`src/rtl/dmem_arb_pkg.sv`:
```
// Shared types and helpers for the DMEM port arbiter.
// Optional fault checking in the top level is enabled by DMEM_ARB_FAULT_CHECK_EN.
package dmem_arb_pkg;

    typedef enum logic [1:0] {
        IDLE  = 2'd0,
        ISSUE = 2'd1,
        RESP  = 2'd2
    } state_t;

    // funct3 size codes
    localparam logic [2:0] SZ_B  = 3'b000;
    localparam logic [2:0] SZ_H  = 3'b001;
    localparam logic [2:0] SZ_W  = 3'b010;
    localparam logic [2:0] SZ_BU = 3'b100;
    localparam logic [2:0] SZ_HU = 3'b101;

    // Address width held in the command register; the top-level AW must not exceed it.
    localparam int unsigned CMD_AW = 32;

    typedef struct packed {
        logic              we;
        logic [2:0]        size;
        logic [CMD_AW-1:0] addr;
        logic [31:0]       wdata;
    } cmd_t;

    // Bytes touched by an access; 0 for illegal codes (they fault separately).
    function automatic logic [2:0] size_bytes(input logic [2:0] size);
        logic [2:0] n;
        case (size)
            SZ_B, SZ_BU: n = 3'd1;
            SZ_H, SZ_HU: n = 3'd2;
            SZ_W:        n = 3'd4;
            default:     n = 3'd0;
        endcase
        return n;
    endfunction

endpackage

```
`src/rtl/dmem_rr_pick.sv`:
```
// Two-way round-robin picker: a lone requester wins, a tie goes to the port
// that did not win last time. Purely combinational.
module dmem_rr_pick (
    input  logic [1:0] i_req,
    input  logic       i_last_grant,
    output logic       o_valid,
    output logic       o_grant
);

    // Resolve the winner from the current requests and the previous grant.
    always_comb begin
        o_valid = |i_req;
        o_grant = 1'b0;
        if (i_req == 2'b11) begin
            o_grant = ~i_last_grant;
        end else begin
            o_grant = i_req[1];
        end
    end

endmodule

```
`src/rtl/dmem_port_arbiter.sv`:
```
// Shares the byte-addressed DMEM between the LSU (port 0) and an auxiliary
// master (port 1). One access in flight: IDLE -> ISSUE -> RESP -> IDLE.
// Define DMEM_ARB_FAULT_CHECK_EN to enable alignment/size/range fault checking
// on the latched command; otherwise every command goes to DMEM and err is 0.
module dmem_port_arbiter
    import dmem_arb_pkg::*;
#(
    parameter int unsigned AW    = 32,
    parameter int unsigned DEPTH = 6000
) (
    input  logic          clk,
    input  logic          reset,

    input  logic          i_p0_req,
    input  logic          i_p0_we,
    input  logic [2:0]    i_p0_size,
    input  logic [AW-1:0] i_p0_addr,
    input  logic [31:0]   i_p0_wdata,
    output logic          o_p0_ack,
    output logic [31:0]   o_p0_rdata,
    output logic          o_p0_err,

    input  logic          i_p1_req,
    input  logic          i_p1_we,
    input  logic [2:0]    i_p1_size,
    input  logic [AW-1:0] i_p1_addr,
    input  logic [31:0]   i_p1_wdata,
    output logic          o_p1_ack,
    output logic [31:0]   o_p1_rdata,
    output logic          o_p1_err,

    output logic          o_mem_en,
    output logic          o_mem_we,
    output logic [2:0]    o_mem_size,
    output logic [AW-1:0] o_mem_addr,
    output logic [31:0]   o_mem_wdata,
    input  logic [31:0]   i_mem_rdata,

    output logic          o_busy
);

`ifdef DMEM_ARB_FAULT_CHECK_EN
    localparam logic FAULT_EN = 1'b1;
`else
    localparam logic FAULT_EN = 1'b0;
`endif

    state_t r_state;
    cmd_t   r_cmd;
    logic   r_g;
    logic   r_last_grant;

    logic        w_pick_valid;
    logic        w_pick_grant;
    cmd_t        w_p0_cmd;
    cmd_t        w_p1_cmd;
    logic        w_issue;
    logic        w_resp;
    logic        w_fault;
    logic        w_misalign;
    logic        w_illegal;
    logic        w_st_bad;
    logic        w_range;
    logic [CMD_AW:0] w_end;
    logic [31:0] w_resp_data;

    assign w_p0_cmd = '{we: i_p0_we, size: i_p0_size, addr: CMD_AW'(i_p0_addr),
                        wdata: i_p0_wdata};
    assign w_p1_cmd = '{we: i_p1_we, size: i_p1_size, addr: CMD_AW'(i_p1_addr),
                        wdata: i_p1_wdata};

    dmem_rr_pick u_pick (
        .i_req        ({i_p1_req, i_p0_req}),
        .i_last_grant (r_last_grant),
        .o_valid      (w_pick_valid),
        .o_grant      (w_pick_grant)
    );

    // FSM: latch winner's command in IDLE, then one cycle each of ISSUE and RESP.
    always_ff @(posedge clk) begin
        if (reset) begin
            r_state      <= IDLE;
            r_cmd        <= '0;
            r_g          <= 1'b0;
            r_last_grant <= 1'b1;
        end else begin
            case (r_state)
                IDLE: begin
                    if (w_pick_valid) begin
                        r_g          <= w_pick_grant;
                        r_last_grant <= w_pick_grant;
                        r_cmd        <= w_pick_grant ? w_p1_cmd : w_p0_cmd;
                        r_state      <= ISSUE;
                    end
                end
                ISSUE:   r_state <= RESP;
                RESP:    r_state <= IDLE;
                default: r_state <= IDLE;
            endcase
        end
    end

    // Fault check on the latched command; it stays stable through ISSUE and RESP.
    always_comb begin
        w_misalign = ((r_cmd.size == SZ_H) || (r_cmd.size == SZ_HU)) && r_cmd.addr[0];
        if ((r_cmd.size == SZ_W) && (r_cmd.addr[1:0] != 2'b00)) begin
            w_misalign = 1'b1;
        end
        w_illegal = (r_cmd.size == 3'b011) || (r_cmd.size == 3'b110) ||
                    (r_cmd.size == 3'b111);
        w_st_bad  = r_cmd.we && ((r_cmd.size == SZ_BU) || (r_cmd.size == SZ_HU));
        w_end     = {1'b0, r_cmd.addr} + {{(CMD_AW-2){1'b0}}, size_bytes(r_cmd.size)};
        w_range   = w_end > (CMD_AW+1)'(DEPTH);
        w_fault   = FAULT_EN & (w_misalign | w_illegal | w_st_bad | w_range);
    end

    // Memory command and per-port responses decoded from state and grant.
    always_comb begin
        w_issue     = (r_state == ISSUE);
        w_resp      = (r_state == RESP);
        o_busy      = (r_state != IDLE);
        o_mem_en    = w_issue && !w_fault;
        o_mem_we    = w_issue && !w_fault && r_cmd.we;
        o_mem_size  = r_cmd.size;
        o_mem_addr  = AW'(r_cmd.addr);
        o_mem_wdata = r_cmd.wdata;
        // Stores and faulted accesses return zero rather than stale DMEM data.
        w_resp_data = (w_fault || r_cmd.we) ? 32'h0 : i_mem_rdata;
        o_p0_ack    = w_resp && !r_g;
        o_p1_ack    = w_resp && r_g;
        o_p0_rdata  = o_p0_ack ? w_resp_data : 32'h0;
        o_p1_rdata  = o_p1_ack ? w_resp_data : 32'h0;
        o_p0_err    = o_p0_ack && w_fault;
        o_p1_err    = o_p1_ack && w_fault;
    end

endmodule
```
`config.mk`:
```
export PLATFORM = sky130hd
export DESIGN_NAME = dmem_port_arbiter
export DESIGN_NICKNAME = d
export VERILOG_FILES = /design/src/rtl/dmem_arb_pkg.sv /design/src/rtl/dmem_rr_pick.sv /design/src/rtl/dmem_port_arbiter.sv
export SDC_FILE = /design/constraint.sdc
export NUM_CORES = 1
export LEC_CHECK = 0
export ABC_AREA = 1
export BUFFER_PORTS_ARGS = -buffer_cell sky130_fd_sc_hd__buf_2
export CORE_AREA = 2 2 122 124
export DETAILED_ROUTE_END_ITERATION = 6
export DIE_AREA = 0 0 124 126
export PLACE_DENSITY = 0.78
export SYNTH_ARGS = -nofsm -noshare
export SYNTH_HDL_FRONTEND = slang
export SYNTH_SLANG_ARGS = --single-unit
export TNS_END_PERCENT = 100
```
`constraint.sdc`:
```
create_clock -name clk -period 1.75 [get_ports clk]
set_input_delay 0.0875 -clock clk [delete_from_list [all_inputs] [get_ports clk]]
set_output_delay 0.0875 -clock clk [all_outputs]
set_load 0.02 [all_outputs]
```
==> reports/qor.yml, run 1 <==
run_status:
  outcome: "finished clean"
critical_path:
  reg2reg_from: "r_state[0]"
  cp.required_ns: 1.66
  critPathMaxFanout: 64
  end_kind: "output pin"
  arrival_ns: 1.48
  r2r-end: "o_mem_addr[16]"
  setup.worst_path.start_class: "flop"
  crit_type: "flop to output pin"
  rrSetupSlack_ns: 0.41
  r2r_cells: 7
timing:
  slew_viol_final: 0
  max_freq_mhz: 638
  worst_pin_slew_ns: 0.580
  period_minus_slack_ns: 1.57
  hold_viol: 0
  rsz0062_at_grt: "no"
  tns_ns: 0
  slew_headroom_pct: 61.3
  final-setup-viol-count: 0
  layout_setup_ws_ns: 0.182
  skew_ns: 0.00638
  timing.final.crit_share_pct: 89.6
clock_network:
  cts_buffers: 9
  clock_latency_ns: 0.34
  cts_tree: "done"
  cts.clk_slew.worst_paths_ns: 0.06
  h-tree-depth: 3
  ctsLongestPathBuffers: 2
  post_cts_buffers: 0
  root_buffer: "clkbuf_16"
  cts_sinks: 72
floorplan:
  die_x_microns: 124
  die_h_microns: 126
  start_util_pct: 36.9
  io_pins: 310
  die-area_sq_mm: 0.0156
  core-area_sq_mm: 0.0143
  row_count: 44
global_route:
  grt_first_pass_wirelength_microns: 22300
  grt_pass1_vias: 4689
  grt_usage_pct: 17.9
  overflow: 0
  antenna_found_initial: 0
  grt_max_degree: 79
routing:
  drc: 0
  first_pass_iters: 5
  routedWlPerCell_microns: 11.6
  vias: 5578
  routed_via_density: 4.44
  wirelength_microns: 14600
  drtAntennaViolNets: 0
  first_iter_violations: 236
power:
  pwr-share-seq_pct: 35.9
  combPwrFrac_pct: 32.8
  totalPowerFinal_w: 0.00538
  power.leakage_nw: 3.86
  switchingPower_w: 0.00195
  switching_share_pct: 36.2
  power.density_mw_per_mm2: 814
  vdd_ir_drop_max_mv: 0.554
  pwr-share-clk_pct: 31.3
  p_int_w: 0.00344
yosys:
  syn_inst: 869
  ys_ff_latch: 72
  synth.cell_area_sq_mm: 0.00529
  synth.distinct_cells: 22
  ys_seq_area_share_pct: 27.3
  avgSynthCellArea_sq_um: 6.08
  ys_warn_count: 0
hold_path:
  hold_path.class: "input port to flop"
  holdPathStages: 5
  worstHoldStart: "i_p1_wdata[7]"
  hold_end: "o_mem_wdata[7]"
cells_and_area:
  diodes: 0
  layout.nets: 1240
  design_area_sq_mm: 0.00661
  final_cells: 1257
  syn_to_final_growth_pct: 25.1
  drive_above_1_share_pct: 32.2
place:
  gp_congestion: 0.797
  port_buffers: 307
  hpwl_microns: 10500
  placed_area_sq_mm: 0.00633
  pre_cts_ws_ns: 0.384
  placed_cells: 1240
flow_run:
  cap_violations: 0
## cell usage after synthesis
cell | number | area [sq um]
a21boi_0 | 43 | 323
a21boi_1 | 25 | 188
a21oi_1 | 1 | 5.00
buf_1 | 1 | 3.75
buf_2 | 22 | 110
buf_4 | 74 | 556
buf_6 | 12 | 135
clkbuf_1 | 25 | 93.8
clkinv_1 | 1 | 3.75
conb_1 | 1 | 3.75
dfxtp_1 | 72 | 1440
inv_1 | 102 | 383
inv_2 | 2 | 7.51
nand2_1 | 207 | 777
nand2_2 | 1 | 6.26
nand3_1 | 71 | 355
nand3b_1 | 1 | 7.51
nor2_1 | 139 | 522
nor2_2 | 1 | 6.26
nor2_4 | 1 | 11.3
nor3_1 | 66 | 330
o21ai_4 | 1 | 16.3
## registers in the layout (all words and copies together), names as in the netlist
signal        cells
r_cmd             1
r_last_grant      1
o_mem_wdata      32
r_state           2
r_g               1
o_mem_addr       32
o_mem_size        3
## per-layer routing
| metal | vias to the layer above | share of wire, % | track usage (%) |
|---|---|---|---|
| met2 | 188 | 49 | 31.6 |
| met3 | 15 | 8.0 | 5.25 |
| met5 | - | 0 | 0 |
| met4 | 0 | 1.1 | 4.76 |
| met1 | 2387 | 42 | 20.8 |
| li1 | 2988 | - | - |
## timing repair
item,4_1_cts,5_1_grt
hold buffers,1,0
resized for setup,0,1
hold endpoints to repair,3,0
setup endpoints to repair,0,2
## critical path: stages, from the launching register on
cell and delay (ns):
dfxtp_2 0.33, buf_4 0.47, nor3_1 0.14, buf_2 0.19
## layout by cell type, fill, tap and decap left out, drive strengths merged, types with 4 or more instances in the layout
| master | synthesis | routed |
|---|---|---|
| a21boi | 68 | 68 |
| buf | 109 | 320 |
| clkbuf | 25 | 9 |
| clkinvlp | 0 | 4 |
| dfxtp | 72 | 72 |
| inv | 104 | 105 |
| nand2 | 208 | 208 |
| nand3 | 71 | 71 |
| nor2 | 141 | 141 |
| nor3 | 66 | 66 |
## power by group through the flow
stage	combinational (W)	clock (W)	sequential [W]
finish	0.00176	0.00168	0.00193
global route	0.00200	0.00181	0.00195
floorplan	0.00149	0	0.00194
detailed placement	0.00177	0	0.00197
global placement	0.00176	0	0.00196
CTS	0.00178	0.00174	0.00193
## area by class of cell
cell class,instances,area [sq um]
Inverter,105,394
Multi-Input combinational cell,559,2560
Fill cell,1505,7700
Timing Repair Buffer,321,1710
Clock buffer,9,225
Clock inverter,7,48.8
Tap cell,184,230
Sequential cell,72,1440
## cell families after synthesis
kind of cell    after synthesis  share of synthesized area (%)
simple gates                487                           38.1
buf+inv                     239                           24.5
flops                        72                           27.3
compound gates               70                           10.1
other cells                   1                         0.0710
## worst max-delay path by stage
| stage | from | cells past startpoint | endpoint | slack (ns) |
|---|---|---|---|---|
| finish | r_cmd[67] | 3 | o_p1_rdata[1] | 0.18 |
| detailed placement | r_state[1] | 6 | o_mem_addr[31] | 0.38 |
| floorplan | r_state[1] | 4 | o_p1_rdata[22] | 0.37 |
| CTS | r_state[1] | 4 | o_p1_rdata[19] | 0.09 |
| global placement | r_last_grant | 5 | o_mem_addr[0] | 0.43 |
| global route | r_state[0] | 5 | o_p0_rdata[31] | 0.04 |
## through the flow
stage	utilization, %	hold slack (ns)
floorplan	-	0.157
global placement	44.2	0.314
detailed placement	44.2	0.308
CTS	46.2	0.0691
global route	46.2	0.0867
finish	46.2	0.0848
No activity file was read; power rests on OpenSTA's default activity.
==> inputs of run 2 (changes only) <==
--- a/config.mk
+++ b/config.mk
@@ -6,11 +6,11 @@
 export NUM_CORES = 1
 export LEC_CHECK = 0
 export ABC_AREA = 1
-export BUFFER_PORTS_ARGS = -buffer_cell sky130_fd_sc_hd__buf_2
 export CORE_AREA = 2 2 122 124
 export DETAILED_ROUTE_END_ITERATION = 6
 export DIE_AREA = 0 0 124 126
-export PLACE_DENSITY = 0.78
+export DONT_BUFFER_PORTS = 1
+export PLACE_DENSITY = 0.59
 export SYNTH_ARGS = -nofsm -noshare
 export SYNTH_HDL_FRONTEND = slang
 export SYNTH_SLANG_ARGS = --single-unit
==> run 2 against run 1 <==
  * Register-to-register slack worse by 0.26 ns
  * Flip-flop and latch count unchanged
  * Sequential share of layout area up 1.5 points
  * Hold slack worse by 0.067 ns
  * Sequential power up 15%
  * Routed wire length up 8.8%
  * Final area down 6.4%
  * Maximum frequency down 1.8%
  * Critical path depth up 3
==> reports/qor.yml, run 2 (synthesis gave the netlist of run 1 again) <==
timing:
  max_freq_mhz: 626
  rsz0062_at_grt: "no"
  final-setup-viol-count: 0
  tns_ns: 0
  skew_ns: 0.00614
  slew_headroom_pct: 54.9
  layout_setup_ws_ns: 0.154
  worst_pin_slew_ns: 0.674
  hold_viol: 0
  period_minus_slack_ns: 1.60
  timing.final.crit_share_pct: 91.2
  slew_viol_final: 0
global_route:
  grt_max_degree: 91
  grt_usage_pct: 19.3
  grt_pass1_vias: 4394
  antenna_found_initial: 1
  overflow: 0
  grt_first_pass_wirelength_microns: 23300
clock_network:
  root_buffer: "clkbuf_16"
  cts_sinks: 72
  cts.clk_slew.worst_paths_ns: 0.06
  ctsLongestPathBuffers: 2
  cts_buffers: 9
  post_cts_buffers: 0
  clock_latency_ns: 0.34
  cts_tree: "done"
  h-tree-depth: 3
floorplan:
  start_util_pct: 36.9
  die_h_microns: 126
  io_pins: 310
  core-area_sq_mm: 0.0143
  die_x_microns: 124
  row_count: 44
  die-area_sq_mm: 0.0156
cells_and_area:
  layout.nets: 1051
  final_cell_mix: "nand2_1 (206), nor2_1 (139), inv_1 (102)"
  multi_input_area_sq_mm: 0.00256
  syn_to_final_growth_pct: 17.2
  regArea_sq_mm: 0.00144
  layout_commonest_cell: "nand2_1"
  final_cells: 1069
  drive_above_1_share_pct: 12.2
  fillers: 1508
critical_path:
  cpPeakStageDelay_ns: 0.56
  cpMaxStageDelayCell: "dlygate4sd3_1"
  path_common_cell: "nor2_1"
  setup.worst_path.start_class: "flop"
  cp.required_ns: 1.99
  end_kind: "flop"
  crit_type: "flop to flop"
  critPathMaxFanout: 34
  arrival_ns: 1.83
  path_cells: "nand2_4 -> nand3_1 -> dlygate4sd3_1 -> nand2_1 -> nor2_1 -> nor2_1"
place:
  port_buffers: 0
  gp_congestion: 0.772
  hpwl_microns: 10000
  placed_cells: 1001
  pre_cts_ws_ns: 0.384
power:
  totalPowerFinal_w: 0.00554
  vdd_ir_drop_max_mv: 0.765
  power.density_mw_per_mm2: 894
  power.leakage_nw: 3.11
routing:
  drc: 0
  vias: 5018
  drtAntennaViolNets: 0
  first_iter_violations: 235
  wl_met1_microns: 6720
  routedWlPerCell_microns: 14.9
  top_layer_used: "met4"
  wirelength_microns: 15900
  wl_met3_microns: 1500
  wl_met2_microns: 7460
  routed_via_density: 4.69
  first_pass_iters: 4
flow_run:
  cap_violations: 0
hold_path:
  hold_path.class: "input port to flop"
run_status:
  outcome: "finished clean"
run 2: changes by cell type in the layout (fill, tap and decap cells not counted):
cell	previous run	this run
clkinvlp_4	4	0
buf_4	9	73
buf_2	306	0
bufinv_16	0	2
clkbuf_8	0	2
buf_12	5	9
dlygate4sd3_1	1	50
diode_2	0	1
run 2: through the flow:
stage	cell area, sq um	util, %	hold slack (ns)
2_1_floorplan	5290	-	0.157
3_3_place_gp	5340	37.3	0.159
3_5_place_dp	5340	37.3	0.159
4_1_cts	6190	43.2	0.000285
5_1_grt	6190	43.3	0.0137
6_report	6190	43.3	0.0173
run 2: power by group:
| group | switching (W) | internal [W] |
|---|---|---|
| registers | 0.000378 | 0.00184 |
| clock network | 0.000708 | 0.00132 |
| logic | 0.000773 | 0.000519 |
run 2: repair_timing:
action	4_1_cts	5_1_grt
endpoints found under the setup margin	0	8
hold buffers	51	0
resized for setup	0	1
hold endpoints to repair	53	0
run 2: layout make-up:
cell class	count	area share (%)
antenna	1	0.0404
multi-input combinational	559	41.4
clock buffer	11	4.08
clock inverter	5	1.27
timing repair buffer	132	19.8
sequential	72	23.3
tap	184	3.72
inverter	105	6.36
run 2: critical path, delay by kind of cell, from the launching register on:
kind / cells / cell delay, ns
simple gates: 5 / 0.56
buf+inv: 1 / 0.56
flops: 1 / 0.37
run 2: layer usage:
metal | vias up | GRT usage, %
li1 | 2614 | -
met1 | 2186 | 23.2
met2 | 201 | 31.9
met3 | 17 | 7.38
met4 | 0 | 5.75
met5 | - | 0
run 2: final timing paths:
check / from / endpoint / slack [ns] / depth (start not counted)
worst max-delay path: r_last_grant / o_mem_wdata[30] / 0.15 / 6
worst min-delay path: i_p1_addr[24] / o_mem_addr[24] / 0.02 / 4
worst max register to register: r_last_grant / o_mem_wdata[30] / 0.15 / 6
worst min register to register: r_g / r_g / 0.48 / 2
==> inputs of run 3 (changes only) <==
==> constraint.sdc (replaced) <==
create_clock -name clk -period 1.8 [get_ports clk]
set_input_delay 0.09 -clock clk [delete_from_list [all_inputs] [get_ports clk]]
set_output_delay 0.09 -clock clk [all_outputs]
set_load 0.02 [all_outputs]
==> run 3 against run 2 <==
  * First-iteration DRC count down 18%
  * Routed wire length shrank 11%
  * Via count fell by 5.2%
  * Final cell count is 3.3% lower
  * Largest cell class unchanged
==> reports/qor.yml, run 3 (synthesis gave the netlist of run 1 again) <==
clock_network:
  cts_buffers: 9
  post_cts_buffers: 0
  root_buffer: "clkbuf_16"
  holdBufCountCts: 18
  clock_latency_ns: 0.33
  cts_sinks: 72
  ctsLongestPathBuffers: 2
  cts_tree: "done"
  ctsResizeCount: 0
  h-tree-depth: 3
  cts.clk_slew.worst_paths_ns: 0.06
critical_path:
  cp.required_ns: 1.71
  critPathTopFamily: "flip-flops"
  cpMaxStageDelayCell: "dfxtp_1"
  setup.worst_path.start_class: "flop"
  path_cells: "nand3b_1 -> buf_4 -> nor3_1 -> buf_4"
  arrival_ns: 1.52
  critPathMaxFanout: 33
  critPathBufInv: 2
  cpPeakStageDelay_ns: 0.45
  path_common_cell: "buf_4"
  crit_type: "flop to output pin"
  end_kind: "output pin"
cells_and_area:
  final_cell_mix: "nand2_1 (206), nor2_1 (139), inv_1 (102)"
  layout_commonest_cell: "nand2_1"
  layout.nets: 1016
  drive_above_1_share_pct: 12.1
  syn_to_final_growth_pct: 10.1
global_route:
  grt_first_pass_wirelength_microns: 20700
  grt_pass1_vias: 4105
  grt_usage_pct: 17.0
  grt_max_degree: 126
  met2_usage_pct: 28.2
  grt-busiest-layer: "met2"
  grt_use_met1_pct: 19.8
  overflow: 0
  antenna_found_initial: 1
  grt.met3_usage_pct: 6.48
run_status:
  outcome: "finished clean"
floorplan:
  die-area_sq_mm: 0.0156
  io_pins: 310
  die_x_microns: 124
  die_h_microns: 126
  start_util_pct: 36.9
  core-area_sq_mm: 0.0143
  row_count: 44
power:
  power.leakage_nw: 2.95
  vdd_ir_drop_max_mv: 0.372
  power.density_mw_per_mm2: 912
timing:
  slew_headroom_pct: 43.9
  rsz0062_at_grt: "no"
  max_freq_mhz: 621
  timing.final.crit_share_pct: 89.4
  slew_viol_final: 0
  period_minus_slack_ns: 1.61
  skew_ns: 0.00492
  layout_setup_ws_ns: 0.190
  tns_ns: 0
  worst_pin_slew_ns: 0.838
  final-setup-viol-count: 0
  hold_viol: 0
place:
  port_buffers: 0
  pre_cts_ws_ns: 0.308
  gp_congestion: 0.782
  hpwl_microns: 9870
routing:
  first_pass_iters: 4
  routedWlPerCell_microns: 13.7
  first_iter_violations: 193
  wirelength_microns: 14100
  vias: 4756
  routed_via_density: 4.60
  drc: 0
  drtAntennaViolNets: 0
flow_run:
  cap_violations: 0
hold_path:
  hold_path.class: "input port to flop"
[run 3: worst paths after layout]
kind                            slack, ns         endpoint  cells past startpoint           from
worst max-delay path                 0.19    o_p0_rdata[2]                      4     r_state[1]
worst min-delay path                 0.01   o_mem_wdata[1]                      4  i_p1_wdata[1]
worst max register to register       0.32  o_mem_wdata[23]                      6     r_state[1]
worst min register to register       0.48              r_g                      2            r_g
[run 3: tightest hold or removal path: stages]
cell     delay (ns)
nand3_1        0.06
nand2_1        0.06
nor2_1         0.04
nor2_1         0.06
[run 3: through the flow]
step	power (W)	instances	area (sq um)	util, %	hold WS [ns]
floorplan	0.00334	870	5290	-	0.159
global placement	0.00329	999	5300	37.0	0.162
detailed placement	0.00330	999	5300	37.0	0.165
CTS	0.00541	1033	5810	40.6	0.00000877
global route	0.00566	1034	5820	40.6	0.0187
finish	0.00530	1034	5820	40.6	0.0120
[run 3: final cells by class]
class	instances	area (sq um)
Fill cell	1529	8500
Antenna cell	1	2.50
Timing Repair Buffer	97	848
Sequential cell	72	1440
Clock inverter	6	108
Tap cell	184	230
Inverter	105	394
Multi-Input combinational cell	559	2560
Clock buffer	10	229
[run 3: metal layers]
metal / vias up / wire length [microns]
met5: - / 0
met2: 179 / 6500
met4: 0 / 361
met1: 2004 / 5870
met3: 24 / 1420
li1: 2549 / -
[run 3: power breakdown]
part	switching (W)	internal [W]	total, W
registers	0.000366	0.00179	0.00215
clock network	0.000664	0.00135	0.00201
logic	0.000704	0.000433	0.00114
